$ cat config.mk
export PLATFORM = sky130hd
export DESIGN_NAME = fp_div_arbiter
export DESIGN_NICKNAME = d
export VERILOG_FILES = /design/src/rtl/fp_div_pkg.sv /design/src/rtl/fp_div_tag_fifo.sv /design/src/rtl/fp_div_arbiter.sv
export SDC_FILE = /design/constraint.sdc
export NUM_CORES = 1
export LEC_CHECK = 0
export BUFFER_PORTS_ARGS = -buffer_cell sky130_fd_sc_hd__buf_4
export CORE_AREA = 3 3 156 158
export CTS_BUF_LIST = sky130_fd_sc_hd__clkbuf_2
export DETAILED_ROUTE_END_ITERATION = 7
export DIE_AREA = 0 0 159 161
export PLACE_DENSITY = 0.78
export SETUP_SLACK_MARGIN = 0.02
export SYNTH_ARGS = -nofsm -noshare
export SYNTH_HDL_FRONTEND = slang
export SYNTH_SLANG_ARGS = --single-unit
$ cat constraint.sdc
create_clock -name clk -period 4.4 [get_ports clk]
set_input_delay 0.22 -clock clk [delete_from_list [all_inputs] [get_ports clk]]
set_output_delay 0.22 -clock clk [all_outputs]
set_load 0.02 [all_outputs]
$ cat src/rtl/fp_div_pkg.sv
// fp_div_pkg: shared widths and helpers for the divide arbiter
package fp_div_pkg;
    localparam int FP_W = 32;
    typedef logic [FP_W-1:0] fp_t;
    function automatic int id_w(input int n);
        return (n > 1) ? $clog2(n) : 1;
    endfunction
endpackage

$ cat src/rtl/fp_div_tag_fifo.sv
// fp_div_tag_fifo: synchronous FIFO of requester ids in issue order
module fp_div_tag_fifo #(
    parameter int DEPTH = 32,
    parameter int W     = 2,
    parameter int CW    = $clog2(DEPTH) + 1
) (
    input  logic          clk,
    input  logic          rstn,
    input  logic          push_i,
    input  logic [W-1:0]  data_i,
    input  logic          pop_i,
    output logic [W-1:0]  head_o,
    output logic          full_o,
    output logic          empty_o,
    output logic [CW-1:0] count_o
);
    localparam int AW = $clog2(DEPTH);
    logic [W-1:0]  mem_q [DEPTH];
    logic [AW-1:0] wr_q, wr_d, rd_q, rd_d;
    logic [CW-1:0] cnt_q, cnt_d;
    logic          push_ok, pop_ok;
    assign full_o  = cnt_q == CW'(DEPTH);
    assign empty_o = cnt_q == '0;
    assign count_o = cnt_q;
    assign head_o  = mem_q[rd_q];
    // pointer and count update; a simultaneous push and pop leaves the count unchanged
    always_comb begin
        push_ok = push_i && !full_o;
        pop_ok  = pop_i && !empty_o;
        wr_d    = push_ok ? wr_q + 1'b1 : wr_q;
        rd_d    = pop_ok ? rd_q + 1'b1 : rd_q;
        cnt_d   = cnt_q + CW'(push_ok) - CW'(pop_ok);
    end
    // pointer state with synchronous active-low reset
    always_ff @(posedge clk) begin
        if (!rstn) begin
            wr_q  <= '0;
            rd_q  <= '0;
            cnt_q <= '0;
        end else begin
            wr_q  <= wr_d;
            rd_q  <= rd_d;
            cnt_q <= cnt_d;
        end
    end
    // storage needs no reset; only pointers define validity
    always_ff @(posedge clk) begin
        if (push_ok) mem_q[wr_q] <= data_i;
    end
endmodule

$ cat src/rtl/fp_div_arbiter.sv
// fp_div_arbiter: round-robin sharing of one AXI-stream divide IP among requesters
module fp_div_arbiter
    import fp_div_pkg::*;
#(
    parameter int NUM_REQ = 4,
    parameter int MAX_OUT = 32
) (
    input  logic                    clk,
    input  logic                    rstn,
    input  logic [NUM_REQ-1:0]      req_valid,
    output logic [NUM_REQ-1:0]      req_ready,
    input  logic [NUM_REQ*FP_W-1:0] req_a,
    input  logic [NUM_REQ*FP_W-1:0] req_b,
    output logic [NUM_REQ-1:0]      rsp_valid,
    input  logic [NUM_REQ-1:0]      rsp_ready,
    output logic [FP_W-1:0]         rsp_data,
    output logic [FP_W-1:0]         s_axis_a_tdata,
    output logic                    s_axis_a_tvalid,
    input  logic                    s_axis_a_tready,
    output logic [FP_W-1:0]         s_axis_b_tdata,
    output logic                    s_axis_b_tvalid,
    input  logic                    s_axis_b_tready,
    input  logic [FP_W-1:0]         m_axis_result_tdata,
    input  logic                    m_axis_result_tvalid,
    output logic                    m_axis_result_tready,
    output logic                    busy,
    output logic                    orphan
);
    localparam int IDW = id_w(NUM_REQ);
    localparam int CW  = $clog2(MAX_OUT) + 1;

    logic           live_q;
    logic           en;
    logic [IDW-1:0] last_q, last_d;
    logic           iss_vld_q, iss_vld_d;
    logic           a_done_q, a_done_d, b_done_q, b_done_d;
    fp_t            iss_a_q, iss_a_d, iss_b_q, iss_b_d;
    logic [IDW-1:0] iss_id_q, iss_id_d;
    logic           a_hs, b_hs, iss_free;
    logic           gnt_vld, take;
    logic [IDW-1:0] gnt_id;
    logic [CW-1:0]  fifo_cnt, outstanding;
    logic [IDW-1:0] head;
    logic           fifo_full, fifo_empty, pop;

    // outputs stay quiet during reset and the first cycle after release
    assign en              = rstn && live_q;
    assign s_axis_a_tvalid = en && iss_vld_q && !a_done_q;
    assign s_axis_b_tvalid = en && iss_vld_q && !b_done_q;
    assign s_axis_a_tdata  = iss_a_q;
    assign s_axis_b_tdata  = iss_b_q;
    assign a_hs            = s_axis_a_tvalid && s_axis_a_tready;
    assign b_hs            = s_axis_b_tvalid && s_axis_b_tready;
    assign iss_free        = iss_vld_q && (a_done_q || a_hs) && (b_done_q || b_hs);
    assign outstanding     = fifo_cnt + CW'(iss_vld_q);
    assign busy            = en && outstanding != '0;

    // round-robin search from last_grant+1; credit ignores same-cycle pops
    always_comb begin
        gnt_vld = 1'b0;
        gnt_id  = '0;
        for (int k = 1; k <= NUM_REQ; k++) begin
            if (!gnt_vld && req_valid[(int'(last_q) + k) % NUM_REQ]) begin
                gnt_vld = 1'b1;
                gnt_id  = IDW'((int'(last_q) + k) % NUM_REQ);
            end
        end
        take      = en && gnt_vld && (!iss_vld_q || iss_free) && outstanding < CW'(MAX_OUT) && !fifo_full;
        req_ready = take ? NUM_REQ'(1) << gnt_id : '0;
    end

    // issue register: frees when both channels have handshaken, reloads in the same cycle
    always_comb begin
        iss_vld_d = iss_free ? 1'b0 : iss_vld_q;
        a_done_d  = iss_free ? 1'b0 : a_done_q || a_hs;
        b_done_d  = iss_free ? 1'b0 : b_done_q || b_hs;
        iss_a_d   = iss_a_q;
        iss_b_d   = iss_b_q;
        iss_id_d  = iss_id_q;
        last_d    = last_q;
        if (take) begin
            iss_vld_d = 1'b1;
            a_done_d  = 1'b0;
            b_done_d  = 1'b0;
            iss_a_d   = req_a[gnt_id*FP_W +: FP_W];
            iss_b_d   = req_b[gnt_id*FP_W +: FP_W];
            iss_id_d  = gnt_id;
            last_d    = gnt_id;
        end
    end

    // control state; requester 0 gets first priority after reset
    always_ff @(posedge clk) begin
        if (!rstn) begin
            live_q    <= 1'b0;
            iss_vld_q <= 1'b0;
            a_done_q  <= 1'b0;
            b_done_q  <= 1'b0;
            last_q    <= IDW'(NUM_REQ - 1);
        end else begin
            live_q    <= 1'b1;
            iss_vld_q <= iss_vld_d;
            a_done_q  <= a_done_d;
            b_done_q  <= b_done_d;
            last_q    <= last_d;
        end
    end

    // operand payload is qualified by iss_vld_q and needs no reset
    always_ff @(posedge clk) begin
        iss_a_q  <= iss_a_d;
        iss_b_q  <= iss_b_d;
        iss_id_q <= iss_id_d;
    end

    fp_div_tag_fifo #(.DEPTH(MAX_OUT), .W(IDW), .CW(CW)) u_tags (
        .clk     (clk),
        .rstn    (rstn),
        .push_i  (iss_free),
        .data_i  (iss_id_q),
        .pop_i   (pop),
        .head_o  (head),
        .full_o  (fifo_full),
        .empty_o (fifo_empty),
        .count_o (fifo_cnt)
    );

    // results route to the head tag; untagged results are accepted and dropped
    always_comb begin
        m_axis_result_tready = en && (fifo_empty || rsp_ready[head]);
        pop                  = m_axis_result_tvalid && m_axis_result_tready && !fifo_empty;
        orphan               = en && m_axis_result_tvalid && fifo_empty;
        rsp_valid            = (en && m_axis_result_tvalid && !fifo_empty) ? NUM_REQ'(1) << head : '0;
        rsp_data             = m_axis_result_tdata;
    end
endmodule

# Yosys cells after proc, flatten, opt, wreduce, memory -nomap -nowiden
# Memory sizes are Yosys's and may differ from the RTL's. A register that Yosys moved wholly into a read port is not among the register bits.
# Index checks and enable logic that the tools add are counted.
dict set report totals {
  inputBits 301
  elab_cells 112
  ram_bits 64
  n_memories 1
  register_bits 88
  latchBits 0
  out_inout_bits 109
  mem_bits_ro 0
}
dict set report classes {
  order_cmp 6
  add_sub_neg 9
  eq_ne 1
  n_reduce_logical 44
  n_bitwise 5
  n_shift 4
  multipliers 0
  n_div 0
  muxes 31
}
# name words word_bits rd rd_clocked_by_memory_dff write_ports line
set mem_list {}
lappend mem_list {u_tags.mem_q 32 2 1 1 1 fp_div_tag_fifo.sv:18} ;# logic [W-1:0] mem_q [DEPTH];
# operator n
set op_table {}
lappend op_table {{$shiftx A128 B8 Y32} 2}
lappend op_table {{$logic_and A1 B1 Y1} 24}
lappend op_table {{$mux W1} 18}
lappend op_table {{$lt A3 B4 Y1 const B} 4}
lappend op_table {{$add A6 B1 Y6} 2}
lappend op_table {{$add A5 B1 Y5 const B} 2}
lappend op_table {{$bmux W1 S2} 5}
lappend op_table {{$mux W5} 2}
lappend op_table {{$logic_not A1 Y1} 8}
lappend op_table {{$mux W2} 4}
lappend op_table {{$mux W4} 2}
lappend op_table {{$reduce_or A2 Y1} 4}
lappend op_table {{$shl A1 B2 Y4 const A} 2}
lappend op_table {{$eq A6 B6 Y1 const B} 1}
lappend op_table {{$logic_not A6 Y1} 1}
lappend op_table {{$lt A6 B6 Y1 const B} 1}
lappend op_table {{$reduce_bool A6 Y1} 1}
lappend op_table {{$sub A6 B1 Y6} 1}
lappend op_table {{$add A2 B1 Y2 const B} 2}
lappend op_table {{$add A2 B2 Y2 const B} 2}
lappend op_table {{$and A1 B1 Y1 const A} 4}
lappend op_table {{$logic_or A1 B1 Y1} 4}
lappend op_table {{$lt A2 B3 Y1 const B} 1}
lappend op_table {{$reduce_or A3 Y1} 1}
lappend op_table {{other kinds (2)} 2}

# Logic depth before layout (Yosys ltp)
dict set report logic_depth {
  depth_word 21
  mapped_depth 21
  ltp_nobuf 18
}

# Modules after synthesis
# Synthesis repeated with hierarchy kept, for this count alone.
dict set report unflattened {
  hier_cells 668
  hier_area_um2 8648.3
}
# module area_each_um2 seq_area_each_um2 cells_per_inst n_inst
set by_module_without_submodules {}
lappend by_module_without_submodules {fp_div_arbiter 4907.2 2102.0 383 1}
lappend by_module_without_submodules {fp_div_tag_fifo 3741.1 2342.2 285 1}

# Worst setup path after synthesis
# No wires, ideal clock.
dict set report synth_timing {
  path_type {reg-to-reg}
  startpoint {register with a tool-made name}
  endpoint {register u_tags.cnt_q[4], in the netlist u_tags.count_o[4]}
  setup_slack_ps 993
  setup_ps 116
  path_buffers 2
  t_arrival_ps 3292
  stages_incl_launch_ff 20
  synth_period_minus_slack_ps 3407
  t_required_ps 4284
  path_cell_list {dfxtp_1 buf_6 buf_12 mux4_2 a2111oi_2 or3_4 inv_2 nand2_2 o22a_4 inv_2 ha_1 inv_1 ha_1 inv_1 fa_1 inv_1 a21oi_1 nor2_1 or3_1 and3_1}
}
# element line
set synth_rtl {}
lappend synth_rtl {{end signal, assigned} fp_div_tag_fifo.sv:43} ;# cnt_q <= cnt_d;
lappend synth_rtl {{end, declared} fp_div_tag_fifo.sv:20} ;# logic [CW-1:0] cnt_q, cnt_d;

==> impl_metrics.toml <==
[status]
outcome = "completed"

[worst_setup_path]
critPathKind = "reg2reg"
path_cells = "buf_4, buf_4, mux2i_1, a21oi_1, nand3_1, nand2_1, nor2_1, mux2i_1, o22a_4, inv_2, ha_1, inv_1, ha_1, inv_1, fa_1, inv_1, a21oi_1, nor2_1, or3_1, and3_1"
cp_common_cell = "inv_1"
cpMaxStageDelayCell = "dfxtp_2"
cp-end-kind = "register"
crit_fanout = 10
cp.required_ns = 5.09
arrival_ns = 4.59
slowest_delay_ns = 0.55
cp-start-kind = "register"

[logic_synthesis]
synth_seq_area_share_pct = 52.2
synth.net_count = 1213
synth_top_area_share_pct = 45.8
synthCells = 892
synth_ff_type = "edfxtp_1"
syn_area_um2 = 8520
synth_cell_type_count = 54
yosysWarnings = 0
ys_ff_latch = 157
synth_edf_count = 130
yosys-top-cells-area = "edfxtp_1, nand2_1, dfxtp_1"
async_flop_share_pct = 0
yosysTopAreaCell = "edfxtp_1"
avgSynthCellArea_um2 = 9.55

[routing]
ant_nets = 0
drt_iter0_markers = 657
post_drt_wl_per_cell_um = 18.5
finalWirelength_mm = 30.6
drc = 0
viasPerCell = 5.09
dr.pass1.iters = 5
num_vias = 8436

[grt]
grt_antenna_before_repair = 4
grt_overflow = 0
grt_pass1_vias = 8473
grt_pass1_wl_mm = 45.9
grtUsageTotal_pct = 23.0
grt_max_degree = 132

[clocking]
cts_buffer_depth = 2
cts_root_buf = "clkbuf_2"
post_cts_buffers = 0
cts_tree = "done"
cts_sinks = 157
clock_latency_ns = 0.74
htreeDepth = 4
clkTransAtPathRegs_ns = 0.30
cts_made_buffers = 17

[finish]
area_growth_syn_to_layout_pct = 50.5
fin_nets = 1643
drive_gt1_share_pct = 31.2
stdcell_area_um2 = 12800
fillers = 2057

[timing]
fmax_ghz = 0.256
worstMarginPinSlew_ns = 0.995
hold_viol = 0
setup_viol = 0
tns_ns = 0
fin_ws_ns = 0.496
finClkSkew_ns = 0.0616
slew_violations = 0
fin_hold_ws_ns = 0.146
slew-limit-headroom_pct = 33.6
rsz0062_at_grt = "no"
finalCritPeriodShare_pct = 88.7
min_period_ns = 3.90

[floorplanning]
die_width_um = 159
start_util_pct = 36.6
core_um2 = 23300
io_pins = 410
die_area_um2 = 25600
rows = 56
die_h_um = 161

[placement]
globalplace.congestion = 0.976
place_area_um2 = 11200
io_buffers = 345
post-place-ws_ns = 0.346
dp_hpwl_mm = 21.9

[pwr]
peakVddDrop_v = 0.000231
total_power_mw = 4.69
leakage_nw = 5.49
p_per_area_nw_per_um2 = 366

[flow_run]
drv_cap = 0

[hold_path]
hp-class = "in2reg"
worstHoldStart = "m_axis_result_tvalid"
==> state kept, by name, indices dropped and copies added, names as in the netlist, 2 cells and up, named ones only <==
register	cells
u_tags.rd_q	5
u_tags.count_o	6
iss_id_q	2
u_tags.wr_q	5
u_tags.mem_q	64
last_q	2
s_axis_b_tdata	32
s_axis_a_tdata	32
==> through the flow <==
| stage | utilization (%) | std cells |
|---|---|---|
| detailed placement | 48.0 | 1483 |
| finish | 55.1 | 1658 |
| global placement | 48.0 | 1483 |
| global route | 55.1 | 1658 |
| floorplan | - | 892 |
| CTS | 55.0 | 1654 |
==> cells by family (layout without fill, tap and decap cells) <==
group	Yosys count	count (layout)	share of synthesized area (%)
XOR/XNOR	9	9	0.926
AND/OR/NAND/NOR	459	459	23.7
other	0	4	0
multiplexers	35	35	5.42
AO/OA/AOI/OAI	106	106	8.27
adder cells (fa/ha/maj)	20	20	3.03
flip-flops	157	157	52.2
buffers and inverters	106	549	6.51
==> repair_timing <==
action                                  in CTS  in global routing
hold buffers                               139                  0
endpoints found under the setup margin       0                  2
hold endpoints to repair                    91                  0
gates resized for setup                      0                  1
==> final cells by class <==
cell class / instances / area, µm² / area share [%]
sequential: 157 / 4450 / 34.7
timing repair buffer: 496 / 4080 / 31.9
multi-input combinational: 629 / 3550 / 27.7
tap: 319 / 399 / 3.11
clock inverter: 15 / 163 / 1.27
clock buffer: 17 / 85.1 / 0.664
inverter: 21 / 81.3 / 0.635
antenna: 4 / 10.0 / 0.0781
==> layer usage <==
metal | vias up | share of wire [%] | global-route usage [%]
li1 | 3948 | - | -
met1 | 4010 | 37 | 26.1
met2 | 408 | 50 | 38.5
met3 | 70 | 9.6 | 8.85
met4 | 0 | 3.5 | 10.5
met5 | - | 0 | 0
==> power by group <==
| part | internal [mW] | switching [mW] |
|---|---|---|
| registers | 1.83 | 0.0846 |
| clock network | 0.238 | 0.611 |
| logic | 0.953 | 0.976 |
==> critical path, delay by kind of cell (launching register included) <==
family | cells | cell delay (ns)
AOI/OAI and AO/OA | 3 | 0.40
adders and majority gates | 3 | 0.65
buffers and inverters | 6 | 0.60
DFF | 1 | 0.55
muxes | 2 | 0.59
and+or+nand+nor | 6 | 1.09
==> layout by cell type (no fill, tap or decap), types with 3 or more instances in the layout <==
cell type and n:
nand3_1 18, mux2_2 3, a22oi_1 4, nor2b_1 7, a31oi_1 65, ha_1 19, o22ai_1 3, a21oi_1 11
nand2b_1 5, and3_1 67, and2_1 7, dfxtp_1 26, mux4_2 6, dlygate4sd3_1 139, o211ai_1 3, mux2i_1 24
inv_6 6, inv_8 4, edfxtp_1 130, clkbuf_2 17, inv_1 16, inv_2 5, o21a_1 3, buf_4 356
xnor2_1 7, diode_2 4, nor2_1 56, nand2_1 283
==> final timing paths <==
check | endpoint | slack (ns) | depth (start not counted)
worst max register to register | u_tags.count_o[4] | 0.50 | 20
worst min-delay path | u_tags.rd_q[2] | 0.15 | 6
worst min register to register | u_tags.rd_q[4] | 0.50 | 1
worst max-delay path | u_tags.count_o[4] | 0.50 | 20
==> cells in the mapped netlist, drive strengths merged, types with 2 or more instances <==
cell	instances
a211oi	2
a21o	2
a21oi	13
a22oi	4
a31oi	65
and2	7
and2b	2
and3	67
buf	39
clkbuf	46
dfxtp	27
edfxtp	130
ha	19
inv	21
mux2	3
mux2i	24
mux4	8
nand2	285
nand2b	5
nand3	18
nand3b	3
nand4	2
nor2	56
nor2b	7
nor3	2
o211ai	3
o21a	3
o21ai	4
o22ai	3
or3	3
xnor2	7
xor2	2
Note: power is estimated with default switching activity, not from simulation.
